File: config.mk
export PLATFORM = sky130hd
export DESIGN_NAME = ddr_rd_arbiter
export DESIGN_NICKNAME = d
export VERILOG_FILES = /design/src/rtl/ddr_rd_arbiter.sv
export SDC_FILE = /design/constraint.sdc
export NUM_CORES = 2
export LEC_CHECK = 0
export CAP_MARGIN = 20
export CORE_AREA = 10 10 628 630
export CTS_CLUSTER_SIZE = 25
export DETAILED_ROUTE_END_ITERATION = 12
export DIE_AREA = 0 0 638 640
export PLACE_DENSITY = 0.3
export RECOVER_POWER = 50
export SKIP_LAST_GASP = 1
export SYNTH_ARGS = -nofsm -noshare
export SYNTH_HDL_FRONTEND = slang
export SYNTH_SLANG_ARGS = --single-unit
File: constraint.sdc
create_clock -name clk -period 2.1 [get_ports clk]
set_clock_uncertainty 0.2 [all_clocks]
set_input_delay 0.21 -clock clk [delete_from_list [all_inputs] [get_ports clk]]
set_output_delay 0.21 -clock clk [all_outputs]
set_load 0.05 [all_outputs]
File: src/rtl/ddr_rd_arbiter.sv
// ddr_rd_arbiter: two-requester (hit-scan / expand) read arbiter in front of a
// single DDR read port. Keeps one read outstanding, favours expand but forces a
// scan win after MAX_SKIP consecutive scan losses, and aborts a read that gets
// no answer within TIMEOUT cycles.
module ddr_rd_arbiter #(
    parameter int ADDR_W   = 32,
    parameter int DATA_W   = 512,
    parameter int MAX_SKIP = 4,
    parameter int TIMEOUT  = 1023
) (
    input  logic              clk,
    input  logic              rst,
    input  logic              scan_req,
    input  logic [ADDR_W-1:0] scan_addr,
    output logic              scan_gnt,
    output logic              scan_valid,
    output logic [DATA_W-1:0] scan_data,
    input  logic              exp_req,
    input  logic [ADDR_W-1:0] exp_addr,
    output logic              exp_gnt,
    output logic              exp_valid,
    output logic [DATA_W-1:0] exp_data,
    output logic              ddr_rd,
    output logic [ADDR_W-1:0] ddr_addr,
    input  logic              ddr_rd_valid,
    input  logic              ddr_rd_done,
    input  logic [DATA_W-1:0] ddr_rd_data,
    output logic              busy,
    output logic              timeout_err
);

    localparam logic [2:0] MAX_SKIP_C = 3'(MAX_SKIP);
    localparam logic [9:0] TIMEOUT_C  = 10'(TIMEOUT);

    typedef enum logic [1:0] {
        S_IDLE,
        S_ISSUE,
        S_WAIT,
        S_DELIVER
    } state_t;

    state_t              state_q, state_d;
    logic                owner_scan_q, owner_scan_d;
    logic [ADDR_W-1:0]   addr_q, addr_d;
    logic [2:0]          skip_cnt_q, skip_cnt_d;
    logic [9:0]          wait_cnt_q, wait_cnt_d;
    logic [DATA_W-1:0]   scan_data_q, scan_data_d;
    logic [DATA_W-1:0]   exp_data_q, exp_data_d;

    logic                any_req;
    logic                scan_wins;
    logic                rd_accept;
    logic                wait_expired;

    assign any_req      = scan_req | exp_req;
    // Expand has priority unless scan has already lost MAX_SKIP times in a row.
    assign scan_wins    = scan_req & (~exp_req | (skip_cnt_q == MAX_SKIP_C));
    assign rd_accept    = ddr_rd_valid & ddr_rd_done;
    assign wait_expired = (wait_cnt_q == TIMEOUT_C);

    // State register.
    always_ff @(posedge clk) begin
        if (rst) begin
            state_q <= S_IDLE;
        end else begin
            state_q <= state_d;
        end
    end

    // Next-state logic; timeout takes precedence over a same-cycle response.
    always_comb begin
        state_d = state_q;
        case (state_q)
            S_IDLE:    if (any_req) state_d = S_ISSUE;
            S_ISSUE:   state_d = S_WAIT;
            S_WAIT: begin
                if (wait_expired) begin
                    state_d = S_IDLE;
                end else if (rd_accept) begin
                    state_d = S_DELIVER;
                end
            end
            S_DELIVER: state_d = S_IDLE;
            default:   state_d = S_IDLE;
        endcase
    end

    // Outputs decoded from the current state and the latched owner.
    always_comb begin
        busy        = (state_q != S_IDLE);
        ddr_rd      = (state_q == S_ISSUE);
        scan_gnt    = (state_q == S_ISSUE) &  owner_scan_q;
        exp_gnt     = (state_q == S_ISSUE) & ~owner_scan_q;
        scan_valid  = (state_q == S_DELIVER) &  owner_scan_q;
        exp_valid   = (state_q == S_DELIVER) & ~owner_scan_q;
        timeout_err = (state_q == S_WAIT) & wait_expired;
    end

    assign ddr_addr  = addr_q;
    assign scan_data = scan_data_q;
    assign exp_data  = exp_data_q;

    // Next values for owner, address, fairness counter, wait counter and data.
    always_comb begin
        owner_scan_d = owner_scan_q;
        addr_d       = addr_q;
        skip_cnt_d   = skip_cnt_q;
        wait_cnt_d   = wait_cnt_q;
        scan_data_d  = scan_data_q;
        exp_data_d   = exp_data_q;
        case (state_q)
            S_IDLE: begin
                if (any_req) begin
                    owner_scan_d = scan_wins;
                    addr_d       = scan_wins ? scan_addr : exp_addr;
                    if (scan_wins) begin
                        skip_cnt_d = 3'd0;
                    end else if (scan_req && (skip_cnt_q < MAX_SKIP_C)) begin
                        skip_cnt_d = skip_cnt_q + 3'd1;
                    end
                end
            end
            S_ISSUE: wait_cnt_d = 10'd0;
            S_WAIT: begin
                if (!wait_expired) begin
                    wait_cnt_d = wait_cnt_q + 10'd1;
                    if (rd_accept) begin
                        if (owner_scan_q) begin
                            scan_data_d = ddr_rd_data;
                        end else begin
                            exp_data_d = ddr_rd_data;
                        end
                    end
                end
            end
            default: ;
        endcase
    end

    // Datapath and counter registers; reset clears everything, including data.
    always_ff @(posedge clk) begin
        if (rst) begin
            owner_scan_q <= 1'b0;
            addr_q       <= '0;
            skip_cnt_q   <= 3'd0;
            wait_cnt_q   <= 10'd0;
            scan_data_q  <= '0;
            exp_data_q   <= '0;
        end else begin
            owner_scan_q <= owner_scan_d;
            addr_q       <= addr_d;
            skip_cnt_q   <= skip_cnt_d;
            wait_cnt_q   <= wait_cnt_d;
            scan_data_q  <= scan_data_d;
            exp_data_q   <= exp_data_d;
        end
    end

endmodule

**Word level (Yosys, flattened, before mapping)**

Cells that the tools add are included.

- Eq/ne operators: 8
- $lt $le $gt $ge: 1
- Add/sub/neg operators: 2
- Bitwise operators: 12
- Muxes and demuxes: 9
- Reduce and logical (&&, ||, !) cells: 11

Operators with widths:

| operator | number |
|---|---|
| 32-bit 2-to-1 mux | 1 |
| 10-bit one-hot mux with 2 select lines | 1 |
| 10-bit by 1-bit adder with 10-bit output, second input constant | 1 |
| 10-bit == test, second input constant | 1 |
| 10-bit 2-to-1 mux | 1 |
| 2-bit one-hot mux with 4 select lines | 1 |
| 4-bit AND reduction | 2 |
| 1-bit bitwise AND | 7 |
| 2-bit 2-to-1 mux | 3 |
| 3-bit 2-to-1 mux | 2 |
| 2-bit AND reduction | 3 |
| 2-bit nonzero test | 3 |
| 2-bit == test, second input constant | 2 |
| 2-bit inequality test, second input constant | 2 |
| 3-bit by 1-bit adder with 3-bit output, second input constant | 1 |
| 3-bit == test, second input constant | 1 |
| 3-bit < comparator, second input constant | 1 |
| 3-bit inequality test, second input constant | 1 |
| 1-bit NOT | 3 |
| 3-bit AND reduction | 1 |
| 2-bit by 1-bit == test with 1-bit output, second input constant | 1 |
| 2-bit zero test | 1 |
| 1-bit OR | 2 |
| 1-bit logical AND | 1 |

- Output and inout bits: 1063
- Word-level logic and storage cells: 50
- Bits of input ports: 582
- Flip-flop bits (word level): 1072

**Logic depth before layout (Yosys ltp)**

- Depth in word-level cells: 5
- Gate-level depth with buffers: 9
- Gate-level depth less buffers: 6

**Worst setup path before layout**

OpenSTA, ideal clock, no wires.

- Path kind: reg-to-output
- From: reg wait_cnt_q[0]
- To: out timeout_err
- Required time: 1.690 ns
- Stages on the path, launching flop included: 6
- Slack: -0.379 ns
- Path buffers: 1
- Arrival time: 2.069 ns
- Cell sequence: dfxtp_1 ha_1 nand3_1 clkbuf_1 or3_1 nor2_1

- Longest elaborated chain between the ends: 2

Ends and longest elaborated chain:

| what | line | RTL |
|---|---|---|
| start, declared | 46 | `logic [9:0] wait_cnt_q, wait_cnt_d;` |
| start signal, assigned | 153 | `wait_cnt_q <= wait_cnt_d;` |
| 10-bit == test | 59 | `assign wait_expired = (wait_cnt_q == TIMEOUT_C);` |
| 1-bit bitwise AND | 96 | `timeout_err = (state_q == S_WAIT) & wait_expired;` |
| end, declared | 29 | `output logic timeout_err` |

Every way passes these cells.

**Worst setup path after layout**

Same ends and word-level chain as after synthesis.

==> qor.yml <==
status: "finished, violations left"
violations: "setup timing"
grt_first_pass_wirelength_um: 427000
rr_startpoint: "wait_cnt_q[0]$_SDFFE_PP0P_"
synth_common_cells: "nand2_1, dfxtp_1, a21oi_1"
rr_endpoint: "exp_data[253]$_SDFFE_PP0P_"
chipWidth_um: 638
initial_core_util: 0.0977
grt_overflow: 0
ff2ff_setup_slack_ns: -0.42
first_global_vias: 42900
yosys.cell_count.top_type: "nand2_1"
cts_made_buffers: 150
die_h_um: 640
dr_wl_met3_um: 38900
syn_to_final_growth_pct: 93.9
clock_path_buffers: 4
fmax_mhz: 367
drcViolationCount: 0
intPower_uw: 39600
synth.net_count: 5322
finalHoldViolCount: 0
ys_seq_area_frac: 0.576
finalSetupViolCount: 1061
synth-edff-count: 0
cts_tree: "yes"
critical_path_class: "reg -> out"
hpwl_um: 275000
vias: 42700
core.rowCount: 227
postSynthAreaPerCell_um2: 7.86
layout_setup_ws_ns: -0.624
final_layout_size_suffix_gt1_frac: 0.244
path_clk_slew_ns: 0.06
power.share.sequential: 0.383
viasPerCell: 3.48
cts_htree_levels: 4
p_per_area_mw_per_mm2: 753
track_usage: 0.153
maxCapViolCount: 0
drtAntennaViolNets: 0
ys_top_cells_by_area: "dfxtp_1, nand2_1, a21oi_1"
drt_first_iter_violations: 2667
setup_tns_ns: -246.29
yosysTopAreaCell: "dfxtp_1"
antenna_found_initial: 73
worstSkewPairLatency_ns: 0.82
place_ws_ns: -0.408
power_leakage_uw: 0.0259
yosys_warnings: 0
startpoint: "wait_cnt_q[0]$_SDFFE_PP0P_"
r2r_cells: 11
grt_max_degree: 105
routed_wl_um: 339000
cts.sinks: 1072
coreArea_mm2: 0.381
synth_top_area_frac: 0.576
p_comb_frac: 0.117
die-area_mm2: 0.408
post-route-min-period_ns: 2.72
peakVddDrop_uv: 446
worst_setup_path_start_kind: "flop"
rsz0062_at_grt: "yes"
drv_slew: 0
synth_cell_types: 40
hold_path_class: "in -> reg"
switchingPower_uw: 14800
synthCells: 4737
power.share.clock: 0.500
first_pass_iters: 6
endpoint: "timeout_err"
switching_share: 0.272
synth_ff_type: "dfxtp_1"
arrival_ns: 2.31
globalplace.congestion: 0.795
maxSlewHeadroom: 0.565
maxUsedRoutingLayer: "met5"
nets: 7670
endpoint_kind: "primary output"
syn_area_mm2: 0.0373
postSynth.asyncResetShare: 0
cts-root-buf: "clkbuf_16"
wl_met1_um: 133000
power.total_uw: 54400
post_drt_wl_per_cell_um: 27.7
critPathMaxFanout: 2
io_buffer_count: 1644
design.portCount: 1645
required_ns: 1.69
synth-seq-cells: 1072
layout_worst_path_cycle_share: 1.30
met2WireLength_um: 161000
worst_pin_slew_ns: 0.652
layer usage:
layer	vias to the layer above	track usage
li1	20100	-
met1	20700	0.172
met2	1458	0.262
met3	333	0.0777
met4	4	0.0277
met5	-	0
how the worst min path moves through the flow:
stage	from	to	cells after the start
floorplan	ddr_rd_data[0]	exp_data[0]$_SDFFE_PP0P_	2
global placement	exp_data[476]$_SDFFE_PP0P_	exp_data[476]$_SDFFE_PP0P_	2
detailed placement	exp_data[211]$_SDFFE_PP0P_	exp_data[211]$_SDFFE_PP0P_	2
CTS	ddr_rd_data[84]	exp_data[84]$_SDFFE_PP0P_	3
global route	ddr_rd_data[84]	exp_data[84]$_SDFFE_PP0P_	3
finish	ddr_rd_data[36]	exp_data[36]$_SDFFE_PP0P_	3
state kept, by name (all words and copies together) (netlist names):
register,count
skip_cnt_q,3
scan_data,512
exp_data,512
owner_scan_q,1
state_q,2
wait_cnt_q,10
ddr_addr,32
cell type report:
class,instances,area [um^2]
fill,42800,309000
timing repair buffer,2565,24700
sequential,1072,21500
multi-input combinational,3290,14500
tap,5038,6300
clock buffer,225,4540
clock inverter,44,577
antenna,15,37.5
inverter,6,27.5
power by group through the flow:
stage          Clock, uW  Combinational [uW]  Sequential (uW)
2_1_floorplan          0                1030            22300
3_3_place_gp           0                5180            21300
3_5_place_dp           0                5170            21300
4_1_cts            28300                6370            20800
5_1_grt            28900                6700            20900
6_report           27200                6370            20800
timing repair:
item	in CTS	in global routing
hold buffers	574	0
resized for setup	1287	140
hold endpoints to repair	1060	0
cloned	11	35
setup endpoints to repair	1431	1070
pin swaps	8	40
buffers inserted	32	36
cell usage in the layout, fill, tap and decap left out, types with 4 or more instances in the layout:
master / synthesis / routed
a31oi_1: 4 / 4
clkbuf_16: 0 / 179
or4_1: 4 / 4
nand3_1: 40 / 39
clkdlybuf4s18_2: 0 / 13
nand2_2: 0 / 26
nor2_1: 40 / 36
clkbuf_2: 0 / 372
nor4_1: 4 / 4
diode_2: 0 / 15
a311oi_1: 32 / 32
nand2_4: 0 / 18
clkdlybuf4s50_1: 0 / 579
clkbuf_1: 148 / 28
clkbuf_4: 0 / 58
clkinvlp_4: 0 / 4
dfxtp_1: 1072 / 1068
bufbuf_16: 0 / 5
o21ai_0: 4 / 4
buf_6: 0 / 22
nor2_4: 0 / 4
a21oi_2: 0 / 34
buf_8: 0 / 6
o311ai_0: 4 / 4
clkdlybuf4s15_2: 0 / 366
inv_1: 6 / 4
a21oi_1: 1034 / 1000
bufinv_16: 0 / 10
buf_4: 0 / 342
dlygate4sd3_1: 0 / 574
nor3_1: 4 / 4
inv_6: 0 / 5
clkbuf_8: 0 / 46
buf_12: 0 / 94
clkinv_2: 0 / 19
nand2_1: 2085 / 2041
buf_2: 219 / 84
buf_16: 0 / 22
worst max-delay path, stage by stage (launching register included):
cell and delay (ns):
dfxtp_2 0.35, ha_4 0.15, nand3_4 0.08, buf_6 0.12, or3_4 0.38, nor2_4 0.23
buf_12 0.18
logic make-up after synthesis:
| kind of cell | share of synthesized area |
|---|---|
| muxes | 0.000269 |
| AOI/OAI and AO/OA | 0.152 |
| adders and majority gates | 0.00101 |
| DFF | 0.576 |
| buffers and inverters | 0.0451 |
| xor gates and xnor gates | 0.000235 |
| and+or+nand+nor | 0.225 |
per-stage QoR:
step | instances | area (um^2) | hold slack (ns) | util
6_report | 12300 | 72200 | 0.0321 | 0.189
5_1_grt | 12300 | 72200 | 0.0318 | 0.189
4_1_cts | 12200 | 72100 | 0.00236 | 0.189
3_5_place_dp | 11300 | 60100 | 0.246 | 0.158
3_3_place_gp | 11300 | 60100 | 0.243 | 0.158
2_1_floorplan | 4737 | 37300 | 0.146 | -
(Power assumes the default switching activity.)
